===== config.mk =====
export PLATFORM = sky130hd
export DESIGN_NAME = watch_set_ctrl
export DESIGN_NICKNAME = d
export VERILOG_FILES = /design/src/rtl/watch_set_ctrl.sv
export SDC_FILE = /design/constraint.sdc
export NUM_CORES = 1
export LEC_CHECK = 0
export ABC_AREA = 1
export ABC_CLOCK_PERIOD_IN_PS = 1500
export CELL_PAD_IN_SITES_DETAIL_PLACEMENT = 1
export CELL_PAD_IN_SITES_GLOBAL_PLACEMENT = 1
export CORE_ASPECT_RATIO = 1.5
export CORE_UTILIZATION = 42
export CTS_CLUSTER_DIAMETER = 100
export DETAILED_ROUTE_END_ITERATION = 10
export PLACE_DENSITY_LB_ADDON = 0.1
export SLEW_MARGIN = 20
export SYNTH_ARGS = -nofsm -noshare
export SYNTH_HDL_FRONTEND = slang
export SYNTH_SLANG_ARGS = --single-unit

===== constraint.sdc =====
create_clock -name clk -period 1.5 [get_ports clk]
set_input_delay 0.375 -clock clk [delete_from_list [all_inputs] [get_ports clk]]
set_output_delay 0.375 -clock clk [all_outputs]
set_load 0.05 [all_outputs]

===== src/rtl/watch_set_ctrl.sv =====
// Manual time-set sequencer: turns debounced button levels into set-mode control,
// field selection, inc/dec strobes with hold auto-repeat, inactivity timeout and blink.
module watch_set_ctrl #(
    parameter int HOLD_DLY_MS = 500,
    parameter int RPT_MS      = 100,
    parameter int TIMEOUT_MS  = 10000,
    parameter int BLINK_MS    = 250
) (
    input  logic       clk,
    input  logic       rst,
    input  logic       i_tick_1khz,
    input  logic       i_btnC,
    input  logic       i_btnL,
    input  logic       i_btnR,
    input  logic       i_btnU,
    input  logic       i_btnD,
    output logic       o_set_mode,
    output logic [1:0] o_field,
    output logic       o_inc,
    output logic       o_dec,
    output logic       o_blank
);
    localparam int HW = $clog2(HOLD_DLY_MS + 1);
    localparam int TW = $clog2(TIMEOUT_MS + 1);
    localparam int BW = $clog2(BLINK_MS + 1);

    // The hold counter reloads so the same threshold yields RPT_MS-tick spacing after the first strobe.
    localparam logic [HW-1:0] HOLD_LAST   = HW'(HOLD_DLY_MS - 1);
    localparam logic [HW-1:0] HOLD_RELOAD = HW'(HOLD_DLY_MS - RPT_MS);
    localparam logic [TW-1:0] TO_MAX      = TW'(TIMEOUT_MS);
    localparam logic [BW-1:0] BLINK_LAST  = BW'(BLINK_MS - 1);

    localparam int B_D = 0;
    localparam int B_U = 1;
    localparam int B_R = 2;
    localparam int B_L = 3;
    localparam int B_C = 4;

    localparam logic [1:0] F_SEC  = 2'd0;
    localparam logic [1:0] F_HOUR = 2'd2;

    typedef enum logic [1:0] {ST_RUN, ST_SET, ST_HOLD_U, ST_HOLD_D} state_t;

    state_t          state_q, state_d;
    logic [1:0]      field_q, field_d;
    logic            inc_q, inc_d;
    logic            dec_q, dec_d;
    logic            blank_q, blank_d;
    logic [HW-1:0]   hold_q, hold_d;
    logic [TW-1:0]   to_q, to_d;
    logic [BW-1:0]   blink_q, blink_d;
    logic [4:0]      prev_q, prev_d;
    logic [4:0]      btn;
    logic [4:0]      rise;
    logic            held;

    assign btn    = {i_btnC, i_btnL, i_btnR, i_btnU, i_btnD};
    assign prev_d = btn;

    genvar gi;
    generate
        for (gi = 0; gi < 5; gi++) begin : g_edge
            assign rise[gi] = btn[gi] & ~prev_q[gi];
        end
    endgenerate

    always_comb begin
        state_d = state_q;
        field_d = field_q;
        inc_d   = 1'b0;
        dec_d   = 1'b0;
        blank_d = blank_q;
        hold_d  = hold_q;
        to_d    = to_q;
        blink_d = blink_q;
        held    = 1'b0;
        case (state_q)
            ST_RUN: begin
                field_d = F_SEC;
                blank_d = 1'b0;
                hold_d  = '0;
                to_d    = '0;
                blink_d = '0;
                if (rise[B_C]) begin
                    state_d = ST_SET;
                end
            end
            ST_SET: begin
                hold_d = '0;
                if (i_tick_1khz) begin
                    if (to_q != TO_MAX) begin
                        to_d = to_q + TW'(1);
                    end
                    if (blink_q == BLINK_LAST) begin
                        blink_d = '0;
                        blank_d = ~blank_q;
                    end else begin
                        blink_d = blink_q + BW'(1);
                    end
                end
                // Every edge is honoured here, so any press restarts timeout and blink phase.
                if (|rise) begin
                    to_d    = '0;
                    blink_d = '0;
                    blank_d = 1'b0;
                end
                if (rise[B_C]) begin
                    state_d = ST_RUN;
                    field_d = F_SEC;
                end else if (rise[B_L]) begin
                    field_d = (field_q == F_HOUR) ? F_SEC : field_q + 2'd1;
                end else if (rise[B_R]) begin
                    field_d = (field_q == F_SEC) ? F_HOUR : field_q - 2'd1;
                end else if (rise[B_U]) begin
                    inc_d   = 1'b1;
                    state_d = ST_HOLD_U;
                end else if (rise[B_D]) begin
                    dec_d   = 1'b1;
                    state_d = ST_HOLD_D;
                end else if (to_q == TO_MAX) begin
                    state_d = ST_RUN;
                    field_d = F_SEC;
                    blank_d = 1'b0;
                end
            end
            default: begin
                to_d    = '0;
                blink_d = '0;
                blank_d = 1'b0;
                held    = (state_q == ST_HOLD_U) ? i_btnU : i_btnD;
                if (rise[B_C]) begin
                    state_d = ST_RUN;
                    field_d = F_SEC;
                    hold_d  = '0;
                end else if (!held) begin
                    state_d = ST_SET;
                    hold_d  = '0;
                end else if (i_tick_1khz) begin
                    if (hold_q == HOLD_LAST) begin
                        hold_d = HOLD_RELOAD;
                        if (state_q == ST_HOLD_U) begin
                            inc_d = 1'b1;
                        end else begin
                            dec_d = 1'b1;
                        end
                    end else begin
                        hold_d = hold_q + HW'(1);
                    end
                end
            end
        endcase
    end

    always_ff @(posedge clk) begin
        if (rst) begin
            state_q <= ST_RUN;
            field_q <= F_SEC;
            inc_q   <= 1'b0;
            dec_q   <= 1'b0;
            blank_q <= 1'b0;
            hold_q  <= '0;
            to_q    <= '0;
            blink_q <= '0;
            prev_q  <= '1;
        end else begin
            state_q <= state_d;
            field_q <= field_d;
            inc_q   <= inc_d;
            dec_q   <= dec_d;
            blank_q <= blank_d;
            hold_q  <= hold_d;
            to_q    <= to_d;
            blink_q <= blink_d;
            prev_q  <= prev_d;
        end
    end

    assign o_set_mode = (state_q != ST_RUN);
    assign o_field    = field_q;
    assign o_inc      = inc_q;
    assign o_dec      = dec_q;
    assign o_blank    = blank_q;

endmodule

==> impl.org, run 1 <==
** Global routing
- Combined global-route utilization of all metal layers :: 0.228
- The total overflow left after global routing is 0.
- Entering global routing, the biggest net connects 14 pins.
- The number of global-route vias before repair came to about 2,300.
- The first global-routing pass estimated ~10,000 um of wire.
- The initial antenna violation count is 0.

** Critical path
- Max FO, Critical Path :: 4
- Data on the critical path arrives at its endpoint at 1.68 ns.
- Grouping stages by cell kind, the critical path spends the most delay in simple AND/OR/NAND/NOR gates.
- Critical Path Source Type :: primary input
- The endpoint identified for the worst register-to-register timing path is to_q[6]$_SDFFE_PP0P_.
- The worst setup path is captured at a register.
- Critical path's largest stage delay :: ~0.54 ns
- Beginning of the worst register-to-register path :: to_q[0]$_SDFFE_PP0P_
- Data on the critical path is required at its endpoint by between 1.5 and 2 ns.
- Counting both buffers and inverters, the worst setup path holds a total of 1.
- FF-to-FF path depth :: 9
- Critical Setup Path Class :: in2reg
- Worst R2R Setup Slack :: roughly 0.07 ns
- The largest individual stage delay along the critical path comes from the cell clkdlybuf4s50_1.
- Traced cell by cell, the critical path runs through clkdlybuf4s50_1 > nand3_2 > and2_1 > nor3_4 > nand2_2 > nor3_1.

** Clocking
- CTS Buffer Depth :: 2
- Buffers inserted to repair hold after CTS numbered 0.
- CTS built an H-tree with a depth of 2.
- Root buffer cell :: clkbuf_8
- The number of clock buffers added by TritonCTS is 5.
- Clock Pin Slew Worst Setup and Hold Paths :: approximately 0.08 ns
- For the worst-skew pair, the clock arrives at the later sink with an insertion delay of about 0.3 ns.
- CTS saw 43 sinks.
- CTS tree :: yes

** Timing
- Setup repair after global routing could not meet its margin everywhere.
- The hold violation count in the final report came to 0.
- Headroom to the max-slew limit :: 0.835
- Final period util :: 0.967
- Maximum clock frequency :: 689 MHz
- The number of max-slew violations in the final report is 0.
- At the pin with the least slew margin, the transition time is around 0.25 ns.
- Worst clock skew :: 0.00991 ns
- Setup violations remaining at the end of the flow were counted as 0.
- Clock period minus worst slack :: 1.45 ns
- Final setup slack of the worst path :: a little under 0.05 ns

** Placed design
- In this run the tool buffered the top-level ports with 13 buffer cells.
- OpenSTA, run right after detailed placement, puts the worst setup slack at -0.444 ns.
- Placed Cells incl. Taps :: 440
- The placed instances occupy a cell area of approximately 2800 um2.
- DP Wirelength :: between 4000 and 5000 um
- Routability-driven placement finished with a final weighted congestion of 0.796.

** Synthesis
- Sequential element share of the synthesized area :: 0.372
- Top FF cell, synth :: dfxtp_1
- Yosys mapped a number of flops with a built-in enable equal to 0.
- After technology mapping, the gate count stands at between 300 and 400.
- The number of nets handed over by synthesis was around 350.
- Post-synthesis register bit count :: 43
- Yosys printed 0 warnings.
- Cell area after synthesis :: roughly 2300 um2
- Avg Synthesized Cell Area :: between 6 and 7 um2
- Number of library cell types mapped by synthesis :: 31
- Synth async-reset ratio :: 0

** Layout
- Synth-to-layout area growth :: 29.8%
- With fillers left out, the area of the finished cells amounts to ~3000 um2.
- For this run, the post-layout net count is between 300 and 400.
- The library cell used most frequently in the layout, excluding fill and tap cells, is nand2_1.
- Diode insertion count for antenna repair :: 0
- Top library cells by usage in the layout, fill and taps aside :: nand2_1 (90), nor2_1 (42), dfxtp_1 (37)
- Share of the core filled with cells :: 0.577
- Leaving out filler cells and counting taps, the final layout contains 450.
- The layout has 672 filler cells.
- Of the cells placed in the final design, the portion with a size suffix greater than 1 is 0.243.

** Flow run
- Max-cap violation count :: 0

** Floorplanning
- The floorplan step defined a die boundary enclosing ~5800 um2.
- The die is between 90 and 100 um tall.
- The initial utilization of the core area, before any placement, comes to 0.445.
- Pin placement for this block handled 14 I/O pins.
- The floorplan has 32 rows.
- Horizontal die dimension :: between 60 and 70 um
- The total area inside the core boundary comes to roughly 5200 um2.

** Hold path
- Class of the tightest hold or removal check :: reg2reg
- Hold Crit Start :: hold_q[7]$_SDFFE_PP0P_
- Hold path endpoint :: hold_q[7]$_SDFFE_PP0P_
- Along the worst hold path, the cell count comes to 2.

** Routing
- The detail route stage leaves a number of antenna-violating nets equal to 0.
- Routed vias/inst :: between 5 and 6
- Wire length after detailed routing :: roughly 6400 um
- Across all layers, the routed design uses roughly 2,300 vias.
- Average routed wire per standard cell :: about 14 um
- Iteration-0 DRC Markers :: 72
- DRC Markers :: 0
- The pre-antenna-repair detailed-routing pass consisted of 4 iterations.

** Power and ir drop
- Overall power consumption after layout is estimated at around 2.2 mW.
- Leakage power summed over all cells :: 1.18 nW
- Peak VDD IR :: between 0.0005 and 0.0006 V
- Power density normalized to cell area :: between 700 and 800 nW/um2

** Outcome
- The run finished with clean final reports.
-- worst max-delay path by stage --
stage / from / to / slack, ns / depth (start not counted)
2_1_floorplan: o_field[0]$_SDFFE_PP0P_ / o_field[1]$_SDFFE_PP0P_ / 0.13 / 7
4_1_cts: i_btnC / hold_q[2]$_SDFFE_PP0P_ / -0.02 / 8
3_3_place_gp: i_btnC / o_field[1]$_SDFFE_PP0P_ / -0.34 / 9
3_5_place_dp: i_btnC / o_field[0]$_SDFFE_PP0P_ / -0.44 / 9
5_1_grt: i_btnU / blink_q[7]$_SDFFE_PP0P_ / -0.04 / 9
6_report: i_btnU / hold_q[0]$_SDFFE_PP0P_ / 0.05 / 6
-- metal layers --
metal / part of all wire / track usage / vias to the layer above
met1: 0.39 / 0.237 / 1099
li1: - / - / 1150
met4: 0.025 / 0.0833 / 0
met3: 0.020 / 0.0357 / 14
met5: 0 / 0 / -
met2: 0.57 / 0.448 / 29
-- cell families (layout without fill, tap and decap cells) --
| family | after synthesis | after routing | share of synthesized area |
|---|---|---|---|
| and+or+nand+nor | 191 | 191 | 0.364 |
| buffers and inverters | 46 | 92 | 0.0859 |
| DFF | 43 | 43 | 0.372 |
| AOI/OAI and AO/OA | 33 | 33 | 0.0778 |
| xor gates and xnor gates | 15 | 15 | 0.0568 |
| adders and majority gates | 8 | 8 | 0.0432 |
-- registers in the layout, indices dropped and copies added (netlist names) --
| signal | cells |
|---|---|
| blink_q | 8 |
| hold_q | 9 |
| o_blank | 1 |
| o_dec | 1 |
| o_field | 2 |
| o_inc | 1 |
| prev_q | 5 |
| state_q | 2 |
| to_q | 14 |
-- metrics by stage --
step / TNS [ns] / hold WS, ns
detailed placement: -11.73 / 0.463
CTS: -0.0250 / 0.475
finish: 0 / 0.469
global placement: -9.21 / 0.451
floorplan: 0 / 0.444
global route: -0.198 / 0.512
-- power breakdown --
group          total, mW  switching [mW]  internal (mW)
clock network      0.736           0.410          0.326
logic              0.314           0.177          0.138
registers           1.18          0.0165           1.16
-- what timing repair did --
action | CTS | global route
pin swaps | 1 | 9
endpoints found under the hold margin | 0 | 0
cloned | 0 | 1
setup endpoints to repair | 26 | 33
buffers inserted | 0 | 1
resized for setup | 8 | 34
-- synthesized netlist by cell type (2+ instances only) --
cell      number  area share
nor3_1         7       0.015
o211ai_1       2      0.0065
buf_6          2      0.0097
dfxtp_1       43        0.37
xnor2_1        7       0.026
a21oi_1       21       0.045
nand3_2        3       0.013
nor2_1        45       0.073
nor2_2         2      0.0054
nand2_1       97        0.16
nor3_2         3       0.013
or2_2          4       0.011
o21ai_0        6       0.013
xor2_1         8       0.030
nand4_1        6       0.016
nand2_2        2      0.0054
nand3_1       17       0.037
inv_1         39       0.063
inv_2          3      0.0049
ha_1           8       0.043
-- worst min-delay path, stage by stage (launching register included) --
cell     delay [ns]
dfxtp_1        0.32
nand2_1        0.06
a21oi_1        0.05
-- area by class of cell --
class                      instances  area [um2]  share of cell area
clock inverter                     2        12.5             0.00416
tap                               68        85.1              0.0283
timing repair buffer              42         440               0.147
sequential                        43         871               0.290
clock buffer                       6        72.6              0.0241
inverter                          42         163              0.0541
multi-input combinational        247        1360               0.453
Note: power is estimated with default switching activity, not from simulation.
==> inputs of run 2 (changes only) <==
--- a/config.mk
+++ b/config.mk
@@ -7,6 +7,7 @@
 export LEC_CHECK = 0
 export ABC_AREA = 1
 export ABC_CLOCK_PERIOD_IN_PS = 1500
+export CAP_MARGIN = 20
 export CELL_PAD_IN_SITES_DETAIL_PLACEMENT = 1
 export CELL_PAD_IN_SITES_GLOBAL_PLACEMENT = 1
 export CORE_ASPECT_RATIO = 1.5
==> results of run 2 <==
No change in the layout: final DEF, timing and power equal those of run 1.
